[src/rtl/mem_arb_pkg.sv]
// Shared encodings for the unified-memory port arbiter: funct3 access codes,
// FSM states and requester identity.
package mem_arb_pkg;

    localparam logic [2:0] F3_B  = 3'b000;
    localparam logic [2:0] F3_H  = 3'b001;
    localparam logic [2:0] F3_W  = 3'b010;
    localparam logic [2:0] F3_BU = 3'b100;
    localparam logic [2:0] F3_HU = 3'b101;

    typedef enum logic {
        ST_IDLE = 1'b0,
        ST_BUSY = 1'b1
    } state_t;

    typedef enum logic {
        OWN_FETCH = 1'b0,
        OWN_DATA  = 1'b1
    } owner_t;

endpackage

[src/rtl/mem_port_arbiter_lsu_align.sv]
// Byte-lane alignment for the load/store path: store lane steering and
// error detection on the request side, load extraction and extension on return.
module lsu_align
    import mem_arb_pkg::*;
(
    input  logic        is_store,
    input  logic [2:0]  f3,
    input  logic [1:0]  off,
    input  logic [31:0] wdata_in,
    output logic [3:0]  be,
    output logic [31:0] wdata,
    output logic        err,
    input  logic [2:0]  ld_f3,
    input  logic [1:0]  ld_off,
    input  logic [31:0] rdata_in,
    output logic [31:0] rdata
);

    logic        misalign;
    logic        bad_f3;
    logic [7:0]  byte_v;
    logic [15:0] half_v;

    // NOTE: every signal gets a default before the case so no latch is inferred.
    always_comb begin
        be    = 4'b0000;
        wdata = 32'h0;
        case (f3)
            F3_B: begin
                be    = 4'b0001 << off;
                wdata = {4{wdata_in[7:0]}};
            end
            F3_H: begin
                be    = 4'b0011 << off;
                wdata = {2{wdata_in[15:0]}};
            end
            F3_W: begin
                be    = 4'b1111;
                wdata = wdata_in;
            end
            default: ;
        endcase
    end

    always_comb begin
        misalign = ((f3[1:0] == 2'b01) && off[0]) || ((f3[1:0] == 2'b10) && (off != 2'b00));
        if (is_store)
            bad_f3 = !(f3 inside {F3_B, F3_H, F3_W});
        else
            bad_f3 = !(f3 inside {F3_B, F3_H, F3_W, F3_BU, F3_HU});
        err = misalign || bad_f3;
    end

    always_comb begin
        byte_v = rdata_in[{ld_off, 3'b000} +: 8];
        half_v = ld_off[1] ? rdata_in[31:16] : rdata_in[15:0];
        rdata  = 32'h0;
        case (ld_f3)
            F3_B:    rdata = {{24{byte_v[7]}}, byte_v};
            F3_H:    rdata = {{16{half_v[15]}}, half_v};
            F3_W:    rdata = rdata_in;
            F3_BU:   rdata = {24'h0, byte_v};
            F3_HU:   rdata = {16'h0, half_v};
            default: rdata = 32'h0;
        endcase
    end

endmodule

[src/rtl/mem_port_arbiter.sv]
// Shares one single-ported word memory between instruction fetch and load/store:
// fair arbitration, a two-state issue/ack FSM and load/store lane alignment.
module mem_port_arbiter
    import mem_arb_pkg::*;
#(
    parameter int MEM_AW = 8
) (
    input  logic              clk,
    input  logic              rst,
    input  logic              i_req,
    input  logic [31:0]       i_addr,
    output logic              i_ack,
    output logic [31:0]       i_rdata,
    output logic              i_err,
    input  logic              d_rd,
    input  logic              d_wr,
    input  logic [2:0]        d_funct3,
    input  logic [31:0]       d_addr,
    input  logic [31:0]       d_wdata,
    output logic              d_ack,
    output logic [31:0]       d_rdata,
    output logic              d_err,
    output logic              mem_en,
    output logic              mem_we,
    output logic [3:0]        mem_be,
    output logic [MEM_AW-1:0] mem_addr,
    output logic [31:0]       mem_wdata,
    input  logic [31:0]       mem_rdata
);

    state_t state, state_next;
    owner_t owner;
    logic        last_data;
    logic [1:0]  cap_off;
    logic [2:0]  cap_f3;
    logic        cap_err;
    logic        cap_store;

    logic              d_req;
    logic              grant_data;
    logic              grant_fetch;
    logic              issue;
    logic              issue_err;
    logic [MEM_AW+1:0] sel_addr;
    logic              busy;
    logic [3:0]        al_be;
    logic [31:0]       al_wdata;
    logic              al_err;
    logic [31:0]       al_rdata;
    logic              unused_addr_bits;

    assign unused_addr_bits = ^{i_addr[31:MEM_AW+2], d_addr[31:MEM_AW+2]};

    // Data wins unless the previous grant was data and a fetch is waiting.
    assign d_req       = d_rd | d_wr;
    assign grant_data  = d_req & (~i_req | ~last_data);
    assign grant_fetch = ~grant_data & i_req;
    assign issue       = (state == ST_IDLE) & (grant_data | grant_fetch) & ~rst;
    assign sel_addr    = grant_data ? d_addr[MEM_AW+1:0] : i_addr[MEM_AW+1:0];
    assign issue_err   = grant_data ? (al_err | (d_rd & d_wr)) : (i_addr[1:0] != 2'b00);

    lsu_align u_align (
        .is_store (d_wr),
        .f3       (d_funct3),
        .off      (d_addr[1:0]),
        .wdata_in (d_wdata),
        .be       (al_be),
        .wdata    (al_wdata),
        .err      (al_err),
        .ld_f3    (cap_f3),
        .ld_off   (cap_off),
        .rdata_in (mem_rdata),
        .rdata    (al_rdata)
    );

    // Errored requests still take both cycles but never touch the memory.
    assign mem_en    = issue & ~issue_err;
    assign mem_we    = mem_en & grant_data & d_wr;
    assign mem_be    = mem_we ? al_be : 4'b0000;
    assign mem_wdata = mem_we ? al_wdata : 32'h0;
    assign mem_addr  = mem_en ? sel_addr[MEM_AW+1:2] : '0;

    assign busy    = (state == ST_BUSY) & ~rst;
    assign i_ack   = busy & (owner == OWN_FETCH);
    assign d_ack   = busy & (owner == OWN_DATA);
    assign i_err   = i_ack & cap_err;
    assign d_err   = d_ack & cap_err;
    assign i_rdata = (i_ack & ~cap_err) ? mem_rdata : 32'h0;
    assign d_rdata = (d_ack & ~cap_err & ~cap_store) ? al_rdata : 32'h0;

    always_comb begin
        state_next = state;
        case (state)
            ST_IDLE: if (grant_data | grant_fetch) state_next = ST_BUSY;
            ST_BUSY: state_next = ST_IDLE;
            default: state_next = ST_IDLE;
        endcase
    end

    // NOTE: sequential state uses non-blocking assignments so every register samples pre-edge values.
    always_ff @(posedge clk) begin
        if (rst) begin
            state     <= ST_IDLE;
            owner     <= OWN_FETCH;
            last_data <= 1'b0;
            cap_off   <= 2'b00;
            cap_f3    <= 3'b000;
            cap_err   <= 1'b0;
            cap_store <= 1'b0;
        end else begin
            state <= state_next;
            if (issue) begin
                owner     <= grant_data ? OWN_DATA : OWN_FETCH;
                last_data <= grant_data;
                cap_off   <= sel_addr[1:0];
                cap_f3    <= d_funct3;
                cap_err   <= issue_err;
                cap_store <= grant_data & d_wr;
            end
        end
    end

endmodule

[config.mk]
export PLATFORM = sky130hd
export DESIGN_NAME = mem_port_arbiter
export DESIGN_NICKNAME = d
export VERILOG_FILES = /design/src/rtl/mem_arb_pkg.sv /design/src/rtl/mem_port_arbiter_lsu_align.sv /design/src/rtl/mem_port_arbiter.sv
export SDC_FILE = /design/constraint.sdc
export NUM_CORES = 1
export LEC_CHECK = 0
export CAP_MARGIN = 20
export CORE_AREA = 2 2 98 100
export CTS_CLUSTER_SIZE = 14
export DETAILED_ROUTE_END_ITERATION = 10
export DIE_AREA = 0 0 100 102
export PLACE_DENSITY = 0.78
export RECOVER_POWER = 50
export SLEW_MARGIN = 0
export SYNTH_ARGS = -nofsm -noshare
export SYNTH_HDL_FRONTEND = slang
export SYNTH_HIERARCHICAL = 1
export SYNTH_SLANG_ARGS = --single-unit
export TNS_END_PERCENT = 30
[constraint.sdc]
create_clock -name clk -period 4.2 [get_ports clk]
set_clock_uncertainty 0.2 [all_clocks]
set_input_delay 0.84 -clock clk [delete_from_list [all_inputs] [get_ports clk]]
set_output_delay 0.84 -clock clk [all_outputs]
set_load 0.1 [all_outputs]
# After elaboration in Yosys (flattened, before gate mapping)
# Cells that the tools add are included.
[classes] n_shift=3 n_reduce_logical=12 n_bitwise=30 mux=15 eq_ne=10
[op_table] operator="32-bit case mux with 5 select lines" count=1
[op_table] operator="32-bit 2-to-1 mux" count=3
[op_table] operator="32-bit case mux with 3 select lines" count=1
[op_table] operator="32-bit by 6-bit variable part select with 8-bit output" count=1
[op_table] operator="1-bit AND" count=17
[op_table] operator="16-bit 2-to-1 mux" count=1
[op_table] operator="3-bit equality test, second input constant" count=4
[op_table] operator="4-bit case mux with 3 select lines" count=1
[op_table] operator="10-bit 2-to-1 mux" count=1
[op_table] operator="1-bit inverter" count=9
[op_table] operator="8-bit 2-to-1 mux" count=1
[op_table] operator="3-bit by 1-bit equality test with 1-bit output, second input constant" count=2
[op_table] operator="3-bit by 2-bit equality test with 1-bit output, second input constant" count=2
[op_table] operator="3-bit zero test" count=2
[op_table] operator="5-bit nonzero test" count=1
[op_table] operator="1-bit 2-to-1 mux" count=4
[op_table] operator="4-bit 2-to-1 mux" count=1
[op_table] operator="1-bit OR" count=4
[op_table] operator="2-bit nonzero test" count=2
[op_table] operator="1-bit by 2-bit left shift with 4-bit output, first input constant" count=1
[op_table] operator="2-bit by 2-bit left shift with 4-bit output, first input constant" count=1
[op_table] operator="3-bit nonzero test" count=1
[op_table] operator="2-bit by 1-bit equality test with 1-bit output, second input constant" count=1
[op_table] operator="2-bit equality test, second input constant" count=1
[op_table] operator="other kinds (4)" count=7
[totals] ff_bits=10 inputBits=136 elab_cells=77

# Logic depth before layout (Yosys ltp)
[logic_depth] depth_word=12 ltp_mapped=9

# By module
# The synthesis kept the hierarchy.
[modules_own_cells] module="mem_port_arbiter" instances=1 area_per_inst_um2=1377.6 cells_per_inst=196
[modules_own_cells] module="lsu_align" instances=1 area_per_inst_um2=1323.8 cells_per_inst=218

# Worst setup path before layout
# No wires, ideal clock.
[synth_timing] path_type="input-to-output" from="in rst" to="out i_rdata[10]" setup_slack_ns=-1.478 cell_stages=5 n_path_buf=2 arrival_time_ns=4.638 required_time_ns=3.160 cell_sequence="buf_2 -> nor3b_1 -> and2b_1 -> clkbuf_1 -> and2_1"
[synth_between] elab_chain_len=5
[synth_rtl] item="start, declared" line="mem_port_arbiter.sv:9" source="input logic rst,"
[synth_rtl] item="1-bit inverter" line="mem_port_arbiter.sv:83" source="assign busy = (state == ST_BUSY) & ~rst;"
[synth_rtl] item="1-bit AND" line="mem_port_arbiter.sv:83"
[synth_rtl] item="1-bit AND" line="mem_port_arbiter.sv:84" source="assign i_ack = busy & (owner == OWN_FETCH);"
[synth_rtl] item="named net i_ack" line="mem_port_arbiter.sv:12" source="output logic i_ack,"
[synth_rtl] item="1-bit AND" line="mem_port_arbiter.sv:88" source="assign i_rdata = (i_ack & ~cap_err) ? mem_rdata : 32'h0;"
[synth_rtl] item="32-bit 2-to-1 mux" line="mem_port_arbiter.sv:88"
[synth_rtl] item="end, declared" line="mem_port_arbiter.sv:13" source="output logic [31:0] i_rdata,"
# The timed path passes the listed nets, and every way through them passes these cells.

# Worst setup path after layout
[layout_timing] from="in d_wr" to="out mem_be[0]"
[layout_between] elab_cells_between_ends=17
[layout_lines] item="start, declared" line="mem_port_arbiter.sv:16" source="input logic d_wr,"
[layout_lines] item="1-bit 2-to-1 mux" line="mem_port_arbiter_lsu_align.sv:47" source="if (is_store)"
[layout_lines] item="1-bit logical OR" line="mem_port_arbiter_lsu_align.sv:51" source="err = misalign || bad_f3;"
[layout_lines] item="named net al_err" line="mem_port_arbiter.sv:48" source="logic al_err;"
[layout_lines] item="1-bit OR" line="mem_port_arbiter.sv:60" source="assign issue_err = grant_data ? (al_err | (d_rd & d_wr)) : (i_addr[1:0] != 2'b00);"
[layout_lines] item="1-bit 2-to-1 mux" line="mem_port_arbiter.sv:60"
[layout_lines] item="1-bit inverter" line="mem_port_arbiter.sv:77" source="assign mem_en = issue & ~issue_err;"
[layout_lines] item="1-bit AND" line="mem_port_arbiter.sv:77"
[layout_lines] item="1-bit AND (2 in series)" line="mem_port_arbiter.sv:78" source="assign mem_we = mem_en & grant_data & d_wr;"
[layout_lines] item="4-bit 2-to-1 mux" line="mem_port_arbiter.sv:79" source="assign mem_be = mem_we ? al_be : 4'b0000;"
[layout_lines] item="end, declared" line="mem_port_arbiter.sv:25" source="output logic [3:0] mem_be,"
# The timed path passes the listed nets, and every way through them passes these cells.

==> metrics.txt <==
status=finished clean; Post-synth ARST share=0%; Die ar.=0.0102 mm²; TritonCTS clock tree=built; Simple-Gate Fraction of Synth Area=53.4%; crit start category=input pin; Yosys reg bits=9; cell area after synthesis=0.00270 mm²; post-synthesis cell type count=44; final hold vios=0; Setup Viol. Count Final=0; Synth top cells by count=74 x and2_1, 59 x nand2_1, 41 x a21oi_1; dominant cells by area after synthesis=and2_1 17%, nor3b_1 8.3%, nand2_1 8.2%; layout cells sized above 1=between 30% and 40%; Post-DRT Antenna Nets=0; measured slew at the worst slew-check pin=1.23 ns; switching share of total power=approximately half; sequential share of the synthesized area=between 6 and 7%; CTS root buffer=clkbuf_8; ANT cells=0; largest net degree at the start of global routing=33; crit-path max FO=31; first element of the critical path=d_wr; number of vias per cell=5.42; fin crit period=3.94 ns; mean routed wirelength per cell=17.5 µm; P_sw=between 0.4 and 0.5 mW; worst r2r src=state$_SDFF_PP0_; initial antenna violation count=0; Layout area overhead=130%; 1st-iter DRT viols=194; sequential cell area=180 µm²; Clk network pwr share=about an eighth; Synth Area per Inst=6.52 µm²; first-pass GRT wire length=19.5 mm; number of flops mapped to enable cells by yosys=0; cell area after layout=0.00621 mm²; worst skew pair latency=0.24 ns; Post-CTS Repair Setup Buffers=0; total congestion overflow=0; CTS H-Tree Depth=1; placed inst area=0.00618 mm²; HP Start=cap_store$_SDFFE_PP0P_; Filler cells=669; Die Ht=between 100 and 150 µm; TritonRoute pass-1 iters=5; vias in the first global route=roughly 3.8k; Yosys top cell area share=between 10% and 20%; hold-fix buffer count after cts=0; Tcrit/Tclk final=93.7%; XOR/XNOR Fraction of Synth Area=0.602%; Top Ports=250; largest family of logic cells by synthesized area=simple AND/OR/NAND/NOR gates; Mapped Nets=550; final RePlAce weighted congestion=between 0.8 and 0.9; fmax=254 MHz; Num CTS Buffers=3; RSZ-0062 raised after global routing=no; CTS clock-pin slew for the worst setup and hold paths=0.04 ns; top-count cell post-synth=and2_1; Site Rows=35; Max Cap Viol=0; GRT Util Overall=23.8%; CP Capture Type=primary output; Post-Route WL=12.4 mm; Slew HR=18.7%; cell leakage power=2.37 nW; dpl hpwl=~10 mm; Final Non-Filler Cells=713; Power per Cell Area=136 mW/mm²; clock buffer depth=2; Max VDD drop=84.5 µV; DP Cell Count=709; Slew Viols, Final=0; CTS Sinks=9; Gate power share=74.7%; post-synthesis compound-gate area fraction=25.7%; mux cell area share after synthesis=5.65%; area share of fa/ha/maj cells after synthesis=0%; area of the multi-input gates=0.00252 mm²; synthesized instance count=approximately 410; Post-synth top flop=dfxtp_1; vias=3864; crit path kind=in2out; largest area contributor in the netlist=and2_1; CTS resizes=0; CP Data Required Time=3.16 ns; internal power=0.428 mW; core box area=0.00911 mm²; DRC=0; Sequential Power Share=approximately an eighth; Syn. warnings=6; Setup TNS Final=0 ns; CP arrival=roughly 2.9 ns; Starting Density=a little under 30%; fin nets=739; Worst Hold Class=reg2reg; Buffers on Ports=about 210; Die W=around 100 µm
## state kept, by name, indices dropped and copies added, names as in the netlist
signal     count
owner          1
state          1
cap_f3         3
cap_store      1
cap_err        1
cap_off        2
## critical path, cell delays in order
cell and delay [ns]:
clkdlybuf4s50_1 0.55, a221oi_1 0.30, nor2_1 0.09, a21oi_1 0.24
a22oi_2 0.13, buf_12 0.21, nor3b_2 0.30, buf_12 0.21
## final timing paths
kind                                                to  slack [ns]  cells past startpoint
worst min-delay path            cap_store$_SDFFE_PP0P_        0.29                      2
worst max register to register    cap_err$_SDFFE_PP0P_        2.54                      3
worst min register to register  cap_store$_SDFFE_PP0P_        0.29                      2
worst max-delay path                         mem_be[0]        0.26                      8
## cells by family (layout without fill, tap and decap cells)
logic type / count (synthesis) / after routing
compound gates: 104 / 104
xor+xnor: 1 / 1
buf+inv: 43 / 231
flops: 9 / 9
mux: 14 / 14
simple gates: 243 / 243
## layout make-up
class	count	area share, %
timing repair buffer	225	53.4
sequential	9	2.90
inverter	2	0.121
multi-input combinational	362	40.6
tap	111	2.24
clock buffer	4	0.725
## cells in the final DEF, fill, tap and decap left out, drive strengths merged, types with 2 or more instances in the layout
cell type,instances
mux2i,4
nor3,2
a221o,7
buf,129
or4,2
o21ai,5
o21a,2
nand2,59
or4b,2
nand2b,8
mux2,10
a21o,16
and2,74
nand3,22
a211oi,2
clkbuf,9
nor3b,41
a21oi,41
nor2,11
clkdlybuf4s50,91
inv,2
nor2b,14
a22oi,25
or3,2
dfxtp,9
## power by group through the flow
| stage | clock, mW | combinational, mW | sequential, mW |
|---|---|---|---|
| 3_3_place_gp | 0 | 0.616 | 0.111 |
| 2_1_floorplan | 0 | 0.395 | 0.101 |
| 6_report | 0.102 | 0.630 | 0.111 |
| 5_1_grt | 0.105 | 0.667 | 0.114 |
| 4_1_cts | 0.104 | 0.630 | 0.111 |
| 3_5_place_dp | 0 | 0.629 | 0.113 |
## per-layer routing
layer | share of wire, % | up-vias | track usage [%]
li1 | - | 1829 | -
met3 | 9.8 | 30 | 6.84
met2 | 53 | 220 | 44.6
met4 | 2.5 | 0 | 8.01
met1 | 35 | 1785 | 25.6
met5 | 0 | - | 0
## stage by stage
stage	total power, mW	worst slack, ns	util [%]	hold WS, ns
floorplan	0.496	-0.418	-	0.253
global placement	0.727	0.340	67.9	0.281
detailed placement	0.741	0.301	67.9	0.283
CTS	0.845	0.290	68.4	0.289
global route	0.886	0.0741	68.2	0.359
finish	0.842	0.265	68.2	0.292
Power figures use the tool's default switching activity.
